==> src/rtl/sequencer_pkg.sv <==
// Shared types for the sequencer: state bus encoding, halt causes and widths.
// Breakpoint support is built only when SEQ_BREAKPOINT_EN is defined.
package sequencer_pkg;

  localparam int unsigned OPCODE_WIDTH = 8;
  localparam int unsigned IP_WIDTH     = 8;
  localparam int unsigned STATE_WIDTH  = 4;
  localparam int unsigned CAUSE_WIDTH  = 2;

  localparam logic [OPCODE_WIDTH-1:0] HALT_OPCODE_DEFAULT = '1;

  // Encoding seen by core; SIDLE/SHALT decode there as all enables off.
  typedef enum logic [STATE_WIDTH-1:0] {
    SRST   = 4'd0,
    SR1    = 4'd1,
    SR2    = 4'd2,
    SR3    = 4'd3,
    SR4    = 4'd4,
    SCALC  = 4'd5,
    SWRITE = 4'd6,
    SNXT   = 4'd7,
    SIDLE  = 4'd8,
    SHALT  = 4'd9
  } SequencerState;

  typedef enum logic [CAUSE_WIDTH-1:0] {
    HC_NONE    = 2'd0,
    HC_HALTOP  = 2'd1,
    HC_TIMEOUT = 2'd2,
    HC_BREAK   = 2'd3
  } HaltCause;

  // States that count toward the cycles counter.
  function automatic logic is_active(SequencerState s);
    return !(s inside {SRST, SIDLE, SHALT});
  endfunction

endpackage

==> src/rtl/seq_sat_counter.sv <==
// Saturating up-counter with synchronous clear; holds at all-ones.
module seq_sat_counter #(
  parameter int unsigned WIDTH = 16
) (
  input  logic             clk,
  input  logic             rstn,
  input  logic             inc,
  input  logic             clr,
  output logic [WIDTH-1:0] count
);

  always_ff @(posedge clk or negedge rstn) begin
    if (!rstn) begin
      count <= '0;
    end else if (clr) begin
      count <= '0;
    end else if (inc && (count != '1)) begin
      count <= count + WIDTH'(1);
    end
  end

endmodule

==> src/rtl/sequencer.sv <==
// Control FSM driving core through fetch/read/calc/write, with RAM stall timeout,
// HALT opcode, single-step and counters. SEQ_BREAKPOINT_EN adds an ip breakpoint.
module sequencer
  import sequencer_pkg::*;
#(
  parameter logic [OPCODE_WIDTH-1:0] HALT_OPCODE = HALT_OPCODE_DEFAULT,
  parameter int unsigned             STALL_MAX   = 16,
  parameter int unsigned             CNT_WIDTH   = 16
) (
  input  logic                    clk,
  input  logic                    rstn,
  input  logic                    run,
  input  logic                    step_mode,
  input  logic                    step,
  input  logic                    resume,
  input  logic                    ram_busy,
  input  logic [OPCODE_WIDTH-1:0] opcode,
  input  logic [IP_WIDTH-1:0]     ip,
`ifdef SEQ_BREAKPOINT_EN
  input  logic                    bp_valid,
  input  logic [IP_WIDTH-1:0]     bp_addr,
`endif
  output logic [STATE_WIDTH-1:0]  q,
  output logic                    halted,
  output logic [CAUSE_WIDTH-1:0]  halt_cause,
  output logic [CNT_WIDTH-1:0]    retired,
  output logic [CNT_WIDTH-1:0]    cycles
);

  localparam int unsigned STALL_W = $clog2(STALL_MAX + 1);

  SequencerState        state_q, state_d;
  HaltCause             cause_q, cause_d;
  logic [STALL_W-1:0]   stall_q, stall_d, stall_inc;
  logic                 retire;

`ifdef SEQ_BREAKPOINT_EN
  logic                 bp_block_q, bp_block_d;
  logic [IP_WIDTH-1:0]  bp_ip_q, bp_ip_d;
  logic                 bp_hit;

  // A breakpoint just taken stays masked until ip moves away from it.
  assign bp_hit = bp_valid && (ip == bp_addr) && !(bp_block_q && (ip == bp_ip_q));
`else
  logic unused_inputs;
  assign unused_inputs = ^{resume, ip};
`endif

  assign stall_inc = stall_q + STALL_W'(1);

  always_ff @(posedge clk or negedge rstn) begin
    if (!rstn) begin
      state_q    <= SRST;
      cause_q    <= HC_NONE;
      halted     <= 1'b0;
      stall_q    <= '0;
`ifdef SEQ_BREAKPOINT_EN
      bp_block_q <= 1'b0;
      bp_ip_q    <= '0;
`endif
    end else begin
      state_q    <= state_d;
      cause_q    <= cause_d;
      halted     <= (state_d == SHALT);
      stall_q    <= stall_d;
`ifdef SEQ_BREAKPOINT_EN
      bp_block_q <= bp_block_d;
      bp_ip_q    <= bp_ip_d;
`endif
    end
  end

  // Next-state: RAM stages hold on ram_busy and a timeout overrides the hold.
  always_comb begin
    state_d    = state_q;
    cause_d    = cause_q;
    stall_d    = '0;
    retire     = 1'b0;
`ifdef SEQ_BREAKPOINT_EN
    bp_block_d = bp_block_q && (ip == bp_ip_q);
    bp_ip_d    = bp_ip_q;
`endif

    case (state_q)
      SRST: begin
        if (run) state_d = SR1;
      end
      SR1: state_d = SR2;
      SR2, SR3, SWRITE: begin
        if (ram_busy) begin
          stall_d = stall_inc;
          if (stall_inc == STALL_W'(STALL_MAX)) begin
            state_d = SHALT;
            cause_d = HC_TIMEOUT;
            stall_d = '0;
          end
        end else if (state_q == SR2) begin
          state_d = SR3;
        end else if (state_q == SR3) begin
          state_d = SR4;
        end else begin
          state_d = SNXT;
          retire  = 1'b1;
        end
      end
      SR4: state_d = SCALC;
      SCALC: begin
        if (opcode == HALT_OPCODE) begin
          state_d = SHALT;
          cause_d = HC_HALTOP;
        end else begin
          state_d = SWRITE;
        end
      end
      SNXT: begin
`ifdef SEQ_BREAKPOINT_EN
        if (bp_hit) begin
          state_d    = SHALT;
          cause_d    = HC_BREAK;
          bp_block_d = 1'b1;
          bp_ip_d    = ip;
        end else
`endif
        if (step_mode) begin
          state_d = SIDLE;
        end else begin
          state_d = SR1;
        end
      end
      SIDLE: begin
        if (step || !step_mode) state_d = SR1;
      end
      SHALT: begin
`ifdef SEQ_BREAKPOINT_EN
        if (resume && (cause_q == HC_BREAK)) begin
          state_d = SR1;
          cause_d = HC_NONE;
        end
`endif
      end
      default: state_d = SRST;
    endcase
  end

  assign q          = state_q;
  assign halt_cause = cause_q;

  seq_sat_counter #(.WIDTH(CNT_WIDTH)) u_retired (
    .clk   (clk),
    .rstn  (rstn),
    .inc   (retire),
    .clr   (1'b0),
    .count (retired)
  );

  seq_sat_counter #(.WIDTH(CNT_WIDTH)) u_cycles (
    .clk   (clk),
    .rstn  (rstn),
    .inc   (is_active(state_q)),
    .clr   (1'b0),
    .count (cycles)
  );

endmodule

==> config.mk <==
export PLATFORM = sky130hd
export DESIGN_NAME = sequencer
export DESIGN_NICKNAME = d
export VERILOG_FILES = /design/src/rtl/sequencer_pkg.sv /design/src/rtl/seq_sat_counter.sv /design/src/rtl/sequencer.sv
export SDC_FILE = /design/constraint.sdc
export NUM_CORES = 1
export LEC_CHECK = 0
export CORE_MARGIN = 8
export CORE_UTILIZATION = 45
export CTS_BUF_LIST = sky130_fd_sc_hd__clkbuf_4 sky130_fd_sc_hd__clkbuf_8
export DETAILED_ROUTE_END_ITERATION = 16
export PLACE_DENSITY = 0.75
export SYNTH_ARGS = -nofsm -noshare
export SYNTH_HDL_FRONTEND = slang
export SYNTH_SLANG_ARGS = --single-unit
==> constraint.sdc <==
create_clock -name clk -period 1.9 [get_ports clk]
set_input_delay 0.285 -clock clk [delete_from_list [all_inputs] [get_ports clk]]
set_output_delay 0.285 -clock clk [all_outputs]
set_load 0.005 [all_outputs]
==> After elaboration in Yosys (flattened, before gate mapping) <==
Index checks and enable logic that the tools add are counted.
{ "classes": {"n_eq_ne": 17, "n_bitwise": 0, "add_sub_neg": 3, "reduce_logical": 10, "mul": 0, "n_div": 0, "mux": 20, "magnitude_cmp": 0, "shifts": 0} }
{ "op_table": {"columns": ["operator", "n"], "rows": [
  ["$add 16x1->16 const B", 2],
  ["$ne 16x16->1 const B", 2],
  ["$pmux 4 s8", 1],
  ["$mux 4", 6],
  ["$eq 4x3->1 const B", 4],
  ["$mux 5", 3],
  ["$eq 4x4->1 const B", 3],
  ["$eq 4x2->1 const B", 2],
  ["$eq 8x8->1 const B", 1],
  ["$mux 2", 4],
  ["$ne 2x2->1 const B", 3],
  ["$add 5x1->5 const B", 1],
  ["$eq 5x5->1 const B", 1],
  ["$eq 4x1->1 const B", 1],
  ["$logic_not 4->1", 1],
  ["$mux 1", 4],
  ["$pmux 2 s2", 1],
  ["$reduce_and 4->1", 1],
  ["$mux 3", 1],
  ["$reduce_bool 3->1", 1],
  ["$reduce_or 3->1", 1],
  ["$logic_and 1x1->1", 2],
  ["$logic_not 1->1", 2],
  ["$reduce_bool 2->1", 1],
  ["$logic_or 1x1->1", 1]
]} }
{ "word_totals": {"mem_bits_rw": 0, "input_bits": 23, "out_inout_bits": 39, "word_cells": 56, "mem_bits_ro": 0, "latchBits": 0, "memories": 0, "regBits": 44} }

==> Depth between registers and ports, before layout <==
Gate-level depths: netlist (run 1).
{ "depth": {"ltp_word": 6, "ltp_mapped": 6, "depth_no_buf": 6} }

==> Modules after synthesis <==
A second synthesis (run 1) with hierarchy kept.
{ "hier_totals": {"cells_unflattened": 279, "area_unflattened_um2": 2660.1} }
{ "by_module_without_submodules": {"columns": ["mod", "area_each_um2", "instances", "seq_area_each_um2", "cells_per_inst"], "rows": [
  ["seq_sat_counter", 942.2, 2, 400.4, 98],
  ["sequencer", 775.7, 1, 300.3, 83]
]} }

==> Worst setup path after synthesis (run 1) <==
Ideal clock, no wire load.
{ "synth_path": {"kind": "register to register", "from": "reg state_q[0] (netlist: q[0])", "to": "reg u_retired.count[15]", "path_stages_with_launch": 7, "required_time_ps": 1821, "n_path_buf": 1, "slack_ps": 78, "t_arrival_ps": 1743, "setup_ps": 79, "path_cell_list": "dfrtp_1 > buf_6 > or3b_4 > nor4_4 > nand2_2 > nor4_2 > xor2_1"} }
{ "synth_between": {"elab_chain_cells": 6, "word_cells_on_any_way": 9} }
{ "synth_rtl": {"columns": ["item", "line_no", "rtl"], "rows": [
  ["start, declared", "sequencer.sv:32", "SequencerState state_q, state_d;"],
  ["start signal, assigned", "sequencer.sv:62", "state_q <= state_d;"],
  ["$eq 4x2->1", "sequencer.sv:84, sequencer.sv:99", null],
  ["$mux 1", "sequencer.sv:99", "end else if (state_q == SR3) begin"],
  ["$mux 1", "sequencer.sv:97", "end else if (state_q == SR2) begin"],
  ["$mux 1", "sequencer.sv:90", "if (ram_busy) begin"],
  ["$mux 1 (*)", "sequencer.sv:84", "case (state_q)"],
  ["$logic_and 1x1->1 (*)", "seq_sat_counter.sv:17", "end else if (inc && (count != '1)) begin"],
  ["end signal, assigned", "seq_sat_counter.sv:18", "count <= count + WIDTH'(1);"],
  ["end, declared", "seq_sat_counter.sv:9", "output logic [WIDTH-1:0] count"]
]} }
Every way passes the cells marked *; elsewhere a longest branch is shown, timed or not.
A chain may end at the register's enable or synchronous reset.

==> Worst setup path in the final report (run 1) <==
{ "layout_path": {"from": "in ram_busy", "to": "reg u_retired.count[11]"} }
{ "layout_between": {"elab_chain_cells": 3} }
{ "layout_rtl": {"columns": ["item", "line_no", "rtl"], "rows": [
  ["start, declared", "sequencer.sv:16", "input logic ram_busy,"],
  ["$mux 1", "sequencer.sv:90", null],
  ["$mux 1", "sequencer.sv:84", null],
  ["$logic_and 1x1->1", "seq_sat_counter.sv:17", null]
]} }
Every way passes these cells.

==> results.md, run 1 <==
Status:
- The flow ran to the end, and the final reports show no timing, DRC or antenna violations.

Route:
- The number of remaining DRC errors is 0.
- The routed design has ~5200 um of wire.
- The per-cell routed wire length is between 10 and 15 um.
- The number of iterations in the first detailed-routing pass is 6.
- For this block, the initial DRC count from the detailed router was between 90 and 100.
- The antenna violation net count after detailed routing is 0.
- The number of vias per cell after detailed routing is 5.157.
- The routed layout has 1877 vias.

STA:
- The number of pins with negative max-slew slack in the final report came to 0.
- The minimum clock period after layout is 1.776 ns.
- The number of setup violations in the final report is 0.
- The transition time of the tightest slew-check pin is about 0.54 ns.
- Setup repair after global routing left no endpoint under its margin.
- The worst pin sits at a relative slew slack of between 60 and 70%.
- The maximum clock frequency is ~560 MHz.
- The final worst clock skew is 0.006827 ns.
- The final clock period utilization by the worst path is between 90% and 100%.
- The number of failing hold endpoints at the final stage was 0.
- The worst hold margin is around 0.44 ns.

Worst setup path:
- The reg-to-reg setup timing slack is approximately 0.15 ns.
- Data arrives at the worst endpoint at 1.98 ns.
- The critical path is of the in2reg type.
- The beginning of the critical path is ram_busy.
- The peak fanout along the critical path is 3.
- STA classifies the critical path endpoint as a register.
- The endpoint identified for the worst register-to-register timing path is u_retired.count[11].
- STA classifies the critical path startpoint as an input port.
- The data required time at the worst endpoint is between 2 and 2.5 ns.
- The count of cells along the worst register-to-register path is 5.
- The reg-to-reg critical path startpoint is q[0].

Place:
- The instance count after placement with tap cells included is about 350.
- The congestion estimate from routability-driven global placement came to slightly above 0.8.
- In this run the tool buffered the top-level ports with between 50 and 60 buffer cells.
- The detailed placement HPWL is between 4000 and 5000 um.

Floorplan:
- The floorplan step set the die width to about 86 um.
- The floorplan step defined a core boundary enclosing around 0.0047 sq mm.
- The die footprint is 0.007418 sq mm.
- The initial utilization of the core area, before any placement, comes to a little under half.
- 62 I/O pins were placed.
- The floorplan has 25 rows.
- The floorplan die height is about 86 um.

Global route:
- The pin count of the biggest net entering global routing is 19.
- The via count of the first global-routing pass was between 1500 and 2000.
- The global-route wire length before repair is about 8900 um.
- The total global routing track utilization is 14.78%.
- For this run the aggregate overflow at the end of global routing stands at 0.
- The initial antenna violation count is 0.

CTS:
- The number of buffers created by CTS is 5.
- The clock drives 44 sinks.
- The clock input transition at the sequential cells of the worst setup and hold paths is 0.08 ns.
- In this run the clock root is driven by a sky130_fd_sc_hd__clkbuf_8.
- The CTS tree is done.
- The number of levels the H-tree was split into is 2.
- The worst-skew pair later-pin latency is 0.29 ns.
- The longest clock path from root to sink contains 2 buffers.

Synthesis:
- The number of library cell types mapped by synthesis is 43.
- Among all cell types in the netlist, the one instantiated most often is sky130_fd_sc_hd__dfrtp_1.
- For this run, the number of Yosys warnings is 0.
- The part of the Yosys area used for sequential elements is 49.75%.
- The prevailing post-synth register cell is sky130_fd_sc_hd__dfrtp_1.
- The cell area after synthesis is 0.002213 sq mm.
- The biggest area consumer among synthesized cells is sky130_fd_sc_hd__dfrtp_1.
- In this run, synthesis inferred 0 flip-flops with an integrated enable.
- Synthesis produced a netlist with a net count of ~240.
- Synthesis inferred 44 register bits.
- In this run the mean area of a mapped cell was 10.29 sq um.
- After synthesis, the most frequently instantiated cells are sky130_fd_sc_hd__dfrtp_1, sky130_fd_sc_hd__nand2_1, sky130_fd_sc_hd__xnor2_1, sky130_fd_sc_hd__nand3_1, sky130_fd_sc_hd__xor2_1.
- In the synthesized netlist the async set-or-reset flop fraction comes to between 90% and 100%.
- Summed over its instances, the top area cell type makes up a little under 50% of the synthesized netlist area.
- By area the synthesized netlist is led by sky130_fd_sc_hd__dfrtp_1, sky130_fd_sc_hd__xnor2_1, sky130_fd_sc_hd__xor2_1.
- Synthesis handed over a netlist of between 200 and 250 instances.

Pwr:
- The power per cell area is roughly 1000 mW/mm^2.
- The maximum vdd drop is 0.7609 mV.
- The power consumption is about 3 mW.
- The leakage power of the design is approximately 1.4 nW.

Flow run:
- The number of max-cap violations is 0.

Hold path:
- The worst hold path belongs to the class in2async.

Final layout:
- Of the cells placed in the final design, the portion with a size suffix greater than 1 is between 10% and 20%.
- The layout overhead on the synthesized area is 39.91%.
- The final layout contains between 300 and 400 nets.
- The number of antenna diodes in the final layout is 0.
- The final non-filler cell total is 364.
- The layout has slightly below 400 filler cells.
## routing by layer
layer | GRT usage (%) | up-vias | part of all wire [%]
li1 | - | 918 | -
met1 | 18.16 | 912 | 46
met2 | 24.56 | 41 | 48
met3 | 3.725 | 6 | 4.3
met4 | 4.777 | 0 | 1.0
met5 | 0 | - | 0
## cell families after synthesis
logic type | count (synthesis) | share of synthesized area, %
fa+ha+maj | 3 | 1.696
simple gates | 106 | 27.08
flops | 44 | 49.75
compound gates | 18 | 5.201
xor+xnor | 31 | 12.27
buf+inv | 9 | 2.035
mux | 4 | 1.978
## final cells by class
| cell class | count | area [sq um] | share of cell area (%) |
|---|---|---|---|
| Multi-Input combinational cell | 162 | 1072 | 34.63 |
| Inverter | 6 | 22.52 | 0.7273 |
| Timing Repair Buffer | 77 | 705.7 | 22.79 |
| Sequential cell | 44 | 1101 | 35.56 |
| Tap cell | 67 | 83.83 | 2.707 |
| Clock inverter | 3 | 42.54 | 1.374 |
| Clock buffer | 5 | 68.82 | 2.222 |
## worst max-delay path, cell delays in order
cell                              delay (ns)
sky130_fd_sc_hd__clkdlybuf4s50_1        0.42
sky130_fd_sc_hd__or3b_4                 0.42
sky130_fd_sc_hd__nor4_4                 0.24
sky130_fd_sc_hd__nand2_2                0.14
sky130_fd_sc_hd__nor3_1                 0.26
sky130_fd_sc_hd__xor2_1                 0.21
## timing repair
item	in CTS	in global routing
hold buffers	1	0
endpoints found under the setup margin	0	4
setup buffers	0	1
endpoints found under the hold margin	16	0
gates resized for setup	0	1
## placed cells by master, fill, tap and decap left out, drive strengths merged, types with 4 or more instances in the layout
cell and n:
o21ai 4, nor3 8, xor2 14, clkdlybuf4s50 51, and3 5, dfrtp 44
inv 6, xnor2 17, a21oi 5, buf 25, nand3 14, nand2 27
nor2 13, nand4 12, nor4 5, clkbuf 5, nand2b 4
## registers in the layout, summed over array words and instances (netlist names)
name             flops
u_cycles.count      16
stall_q              5
halt_cause           2
q                    4
u_retired.count     16
halted               1
## worst max path at each step
stage / end / depth (start not counted)
3_5_place_dp: u_retired.count[13] / 6
5_1_grt: u_retired.count[4] / 8
6_report: u_retired.count[11] / 6
4_1_cts: u_retired.count[13] / 6
2_1_floorplan: u_retired.count[15] / 6
3_3_place_gp: u_retired.count[15] / 6
## through the flow
| stage | area, sq um | worst slack [ns] | setup TNS (ns) | util, % |
|---|---|---|---|---|
| final | 3097 | 0.1243 | 0 | 65.56 |
| after global routing | 3097 | 0.001728 | 0 | 65.56 |
| after CTS | 3084 | 0.02596 | 0 | 65.30 |
| after detailed placement | 2963 | -0.2424 | -0.9477 | 62.73 |
| after global placement | 2963 | -0.1783 | -0.5487 | 62.73 |
| after floorplan | 2213 | 0.07784 | 0 | - |
## power breakdown
| group | switching [mW] | internal (mW) | total [mW] |
|---|---|---|---|
| Combinational | 0.493 | 0.625 | 1.12 |
| Sequential | 0.163 | 1.10 | 1.26 |
| Clock | 0.321 | 0.389 | 0.710 |
Power figures use the tool's default switching activity.
==> run 2: changes to the inputs <==
Settings changed: CTS_CLUSTER_DIAMETER set to 120, CTS_CLUSTER_SIZE set to 24.
==> results of run 2 <==
Final layout, timing and power as in run 1 (identical DEF).
==> run 3: changes to the inputs <==
Settings changed: CORE_UTILIZATION 45 to 30, PLACE_DENSITY 0.75 to 0.52.
==> results.md, run 3 (synthesized netlist as in run 1, its figures left out) <==
STA:
- Setup repair after global routing missed its margin: no (unchanged).
- The transition time of the tightest slew-check pin was 0.4224 ns (was 0.5435 ns).
- The number of pins with negative max-slew slack in the final report is 0 (unchanged).
- The final sum of negative setup slack is 0 ns (unchanged).
- The number of setup violations in the final report was 0 (unchanged).
- The minimum clock period after layout is 1.738 ns (was 1.776 ns).
- The final worst clock skew is 0.009552 ns (was 0.006827 ns).
- The number of failing hold endpoints at the final stage is 0 (unchanged).
- The final worst setup slack is 0.1617 ns (was 0.1243 ns).
- The max-slew headroom at the worst pin was 71.84% (was 63.49%).
- The final clock period utilization by the worst path was 91.49% (was 93.46%).
- The maximum clock frequency came to 575.3 MHz (was 563.1 MHz).
- The worst hold margin is 0.4386 ns (was 0.4385 ns).

Pwr:
- The maximum vdd drop is 0.4097 mV (was 0.7609 mV).
- The power consumption is 3.145 mW (was 3.086 mW).
- The leakage power of the design was 1.390 nW (was 1.371 nW).
- The power per cell area is 995.9 mW/mm^2 (was 996.6 mW/mm^2).

Floorplan:
- The chip width is 101.9 um (was 86.13 um).
- The starting density of the core is 30.68% (was 46.86%).
- The placement row count is 31 (was 25).
- The I/O pin count is 62 (unchanged).
- The total core area is 0.007214 sq mm (was 0.004723 sq mm).
- The floorplan die height is 101.9 um (was 86.13 um).
- The die footprint came to 0.01038 sq mm (was 0.007418 sq mm).

Final layout:
- The total non-filler cell area in the finished layout is 0.003158 sq mm (was 0.003097 sq mm).
- The final non-filler cell total was 399 (was 364).
- The layout overhead on the synthesized area is 42.68% (was 39.91%).
- The layout filler cell count is 723 (was 397).
- The antenna diode count is 0 (unchanged).
- The area of combinational cells with multiple inputs is 0.001067 sq mm (was 0.001072 sq mm).
- The number of nets in the final layout was 325 (was 322).
- Commonest cells after routing, fill and taps aside: sky130_fd_sc_hd__clkdlybuf4s50_1, sky130_fd_sc_hd__dfrtp_1, sky130_fd_sc_hd__buf_4, sky130_fd_sc_hd__nand2_1, sky130_fd_sc_hd__xnor2_1 (was sky130_fd_sc_hd__clkdlybuf4s50_1, sky130_fd_sc_hd__dfrtp_1, sky130_fd_sc_hd__nand2_1, sky130_fd_sc_hd__buf_4, sky130_fd_sc_hd__xnor2_1).
- The combined flip-flop and latch cell area is 0.001101 sq mm (unchanged).
- The fraction of final layout cells with drive strength greater than 1 came to 14.33% (was 13.80%).
- Registers with the most flip-flops: u_cycles.count (16), u_retired.count (16), stall_q (5) (unchanged).
- The final core area utilization came to 43.77% (was 65.56%).
- The most common library cell in the layout ignoring fill and taps was sky130_fd_sc_hd__clkdlybuf4s50_1 (unchanged).

CTS:
- The post-CTS setup-driven buffer insertion count is 0 (unchanged).
- The number of levels the H-tree was split into came to 2 (unchanged).
- The buffer depth of the longest clock path is 2 (unchanged).
- The count of instances resized after the clock tree is built was 0 (unchanged).
- The worst-skew pair later-pin latency is 0.30 ns (was 0.29 ns).
- The clock input transition at the sequential cells of the worst setup and hold paths was 0.10 ns (was 0.08 ns).
- The root buffer cell is sky130_fd_sc_hd__clkbuf_8 (unchanged).
- The CTS tree is done (unchanged).
- The number of buffers created by CTS is 5 (unchanged).
- The number of sinks handled by clock tree synthesis is 44 (unchanged).

Flow run:
- The number of max-cap violations is 0 (unchanged).

Status:
- Result of the run: completed (unchanged).

Worst setup path:
- The critical setup path kind is reg2reg (was in2reg).
- The endpoint class of the critical path is a register (unchanged).
- The reg-to-reg setup timing slack is 0.16 ns (was 0.15 ns).
- The reg-to-reg critical path startpoint was q[3] (was q[0]).
- The destination of the worst register-to-register timing path is u_retired.count[15] (was u_retired.count[11]).
- The data required time at the worst endpoint came to 2.12 ns (was 2.11 ns).
- The startpoint kind of the worst setup timing path is a register (was input port).
- The count of cells along the worst register-to-register path came to 5 (unchanged).
- The peak fanout along the critical path was 5 (was 3).
- The critical path data arrival time is 1.96 ns (was 1.98 ns).

Route:
- The number of vias per cell after detailed routing is 4.541 (was 5.157).
- The number of iterations in the first detailed-routing pass is 4 (was 6).
- The antenna violation net count after detailed routing is 0 (unchanged).
- The number of remaining DRC errors was 0 (unchanged).
- The per-cell routed wire length was 13.40 um (was 14.37 um).
- The starting DRC count in detailed routing is 43 (was 97).
- The total detailed-routing wirelength is 5345 um (was 5230 um).
- The overall via count from detail_route is 1812 (was 1877).

Place:
- The instance count after placement with tap cells included was 390 (was 354).
- The number of buffers added on ports is 52 (unchanged).
- The worst slack at placement was -0.2096 ns (was -0.2424 ns).
- The routability-driven placement congestion ratio is 0.7444 (was 0.8071).
- The instance area at placement is 0.003033 sq mm (was 0.002963 sq mm).
- The detailed placement HPWL came to 4216 um (was 4048 um).

Global route:
- The aggregate global routing overflow is 0 (unchanged).
- The via count of the first global-routing pass was 1876 (was 1885).
- The total global routing track utilization is 11.05% (was 14.78%).
- The global-route wire length before repair is 9101 um (was 8859 um).
- The pin count of the biggest net entering global routing is 20 (was 19).
- The initial antenna violation count is 0 (unchanged).

Hold path:
- The class of the most critical hold timing path is in2async (unchanged).
run 3: cell count changes in the layout (fill, tap and decap cells not counted):
cell / delta
sky130_fd_sc_hd__buf_4: +3
sky130_fd_sc_hd__clkinv_2: -1
sky130_fd_sc_hd__inv_6: +1
sky130_fd_sc_hd__nor3_1: +1
sky130_fd_sc_hd__nor3_2: -1
run 3: worst max-delay path, stage by stage (launching register included):
cell and delay, ns:
sky130_fd_sc_hd__dfrtp_1 0.41, sky130_fd_sc_hd__nand2b_1 0.29, sky130_fd_sc_hd__nor4_4 0.39, sky130_fd_sc_hd__nand2_2 0.12, sky130_fd_sc_hd__nor4_2 0.29, sky130_fd_sc_hd__xor2_1 0.16
run 3: routing by layer:
layer | GRT usage (%) | part of all wire [%] | vias to the layer above
met5 | 0 | 0 | -
met4 | 3.386 | 0.56 | 0
met3 | 4.087 | 7.4 | 2
met2 | 16.60 | 44 | 42
met1 | 14.40 | 48 | 841
li1 | - | - | 927
run 3: report_power, final:
group	leakage, nW	switching [mW]	internal (mW)
Clock	0.0548	0.347	0.397
Combinational	0.753	0.520	0.643
Sequential	0.581	0.144	1.10
run 3: worst max-delay path by stage:
| stage | startpoint | endpoint | slack (ns) | depth (start not counted) |
|---|---|---|---|---|
| floorplan | q[0] | u_retired.count[15] | 0.08 | 6 |
| global placement | ram_busy | u_retired.count[15] | -0.18 | 6 |
| detailed placement | ram_busy | u_retired.count[15] | -0.21 | 6 |
| CTS | q[0] | u_retired.count[15] | 0.07 | 5 |
| global route | q[3] | u_retired.count[15] | 0.004 | 5 |
| finish | q[3] | u_retired.count[15] | 0.16 | 5 |
run 3: area by class of cell:
class	count	area share [%]
clock inverters	3	1.466
multi-input cells	162	33.80
inverters	6	0.7132
clock buffers	5	2.179
well taps	99	3.922
flip-flops and latches	44	34.87
repair buffers	80	23.06
run 3: what timing repair did:
action | in CTS | in global routing
endpoints found under the hold margin | 17 | 0
hold buffers | 1 | 0
endpoints found under the setup margin | 0 | 1
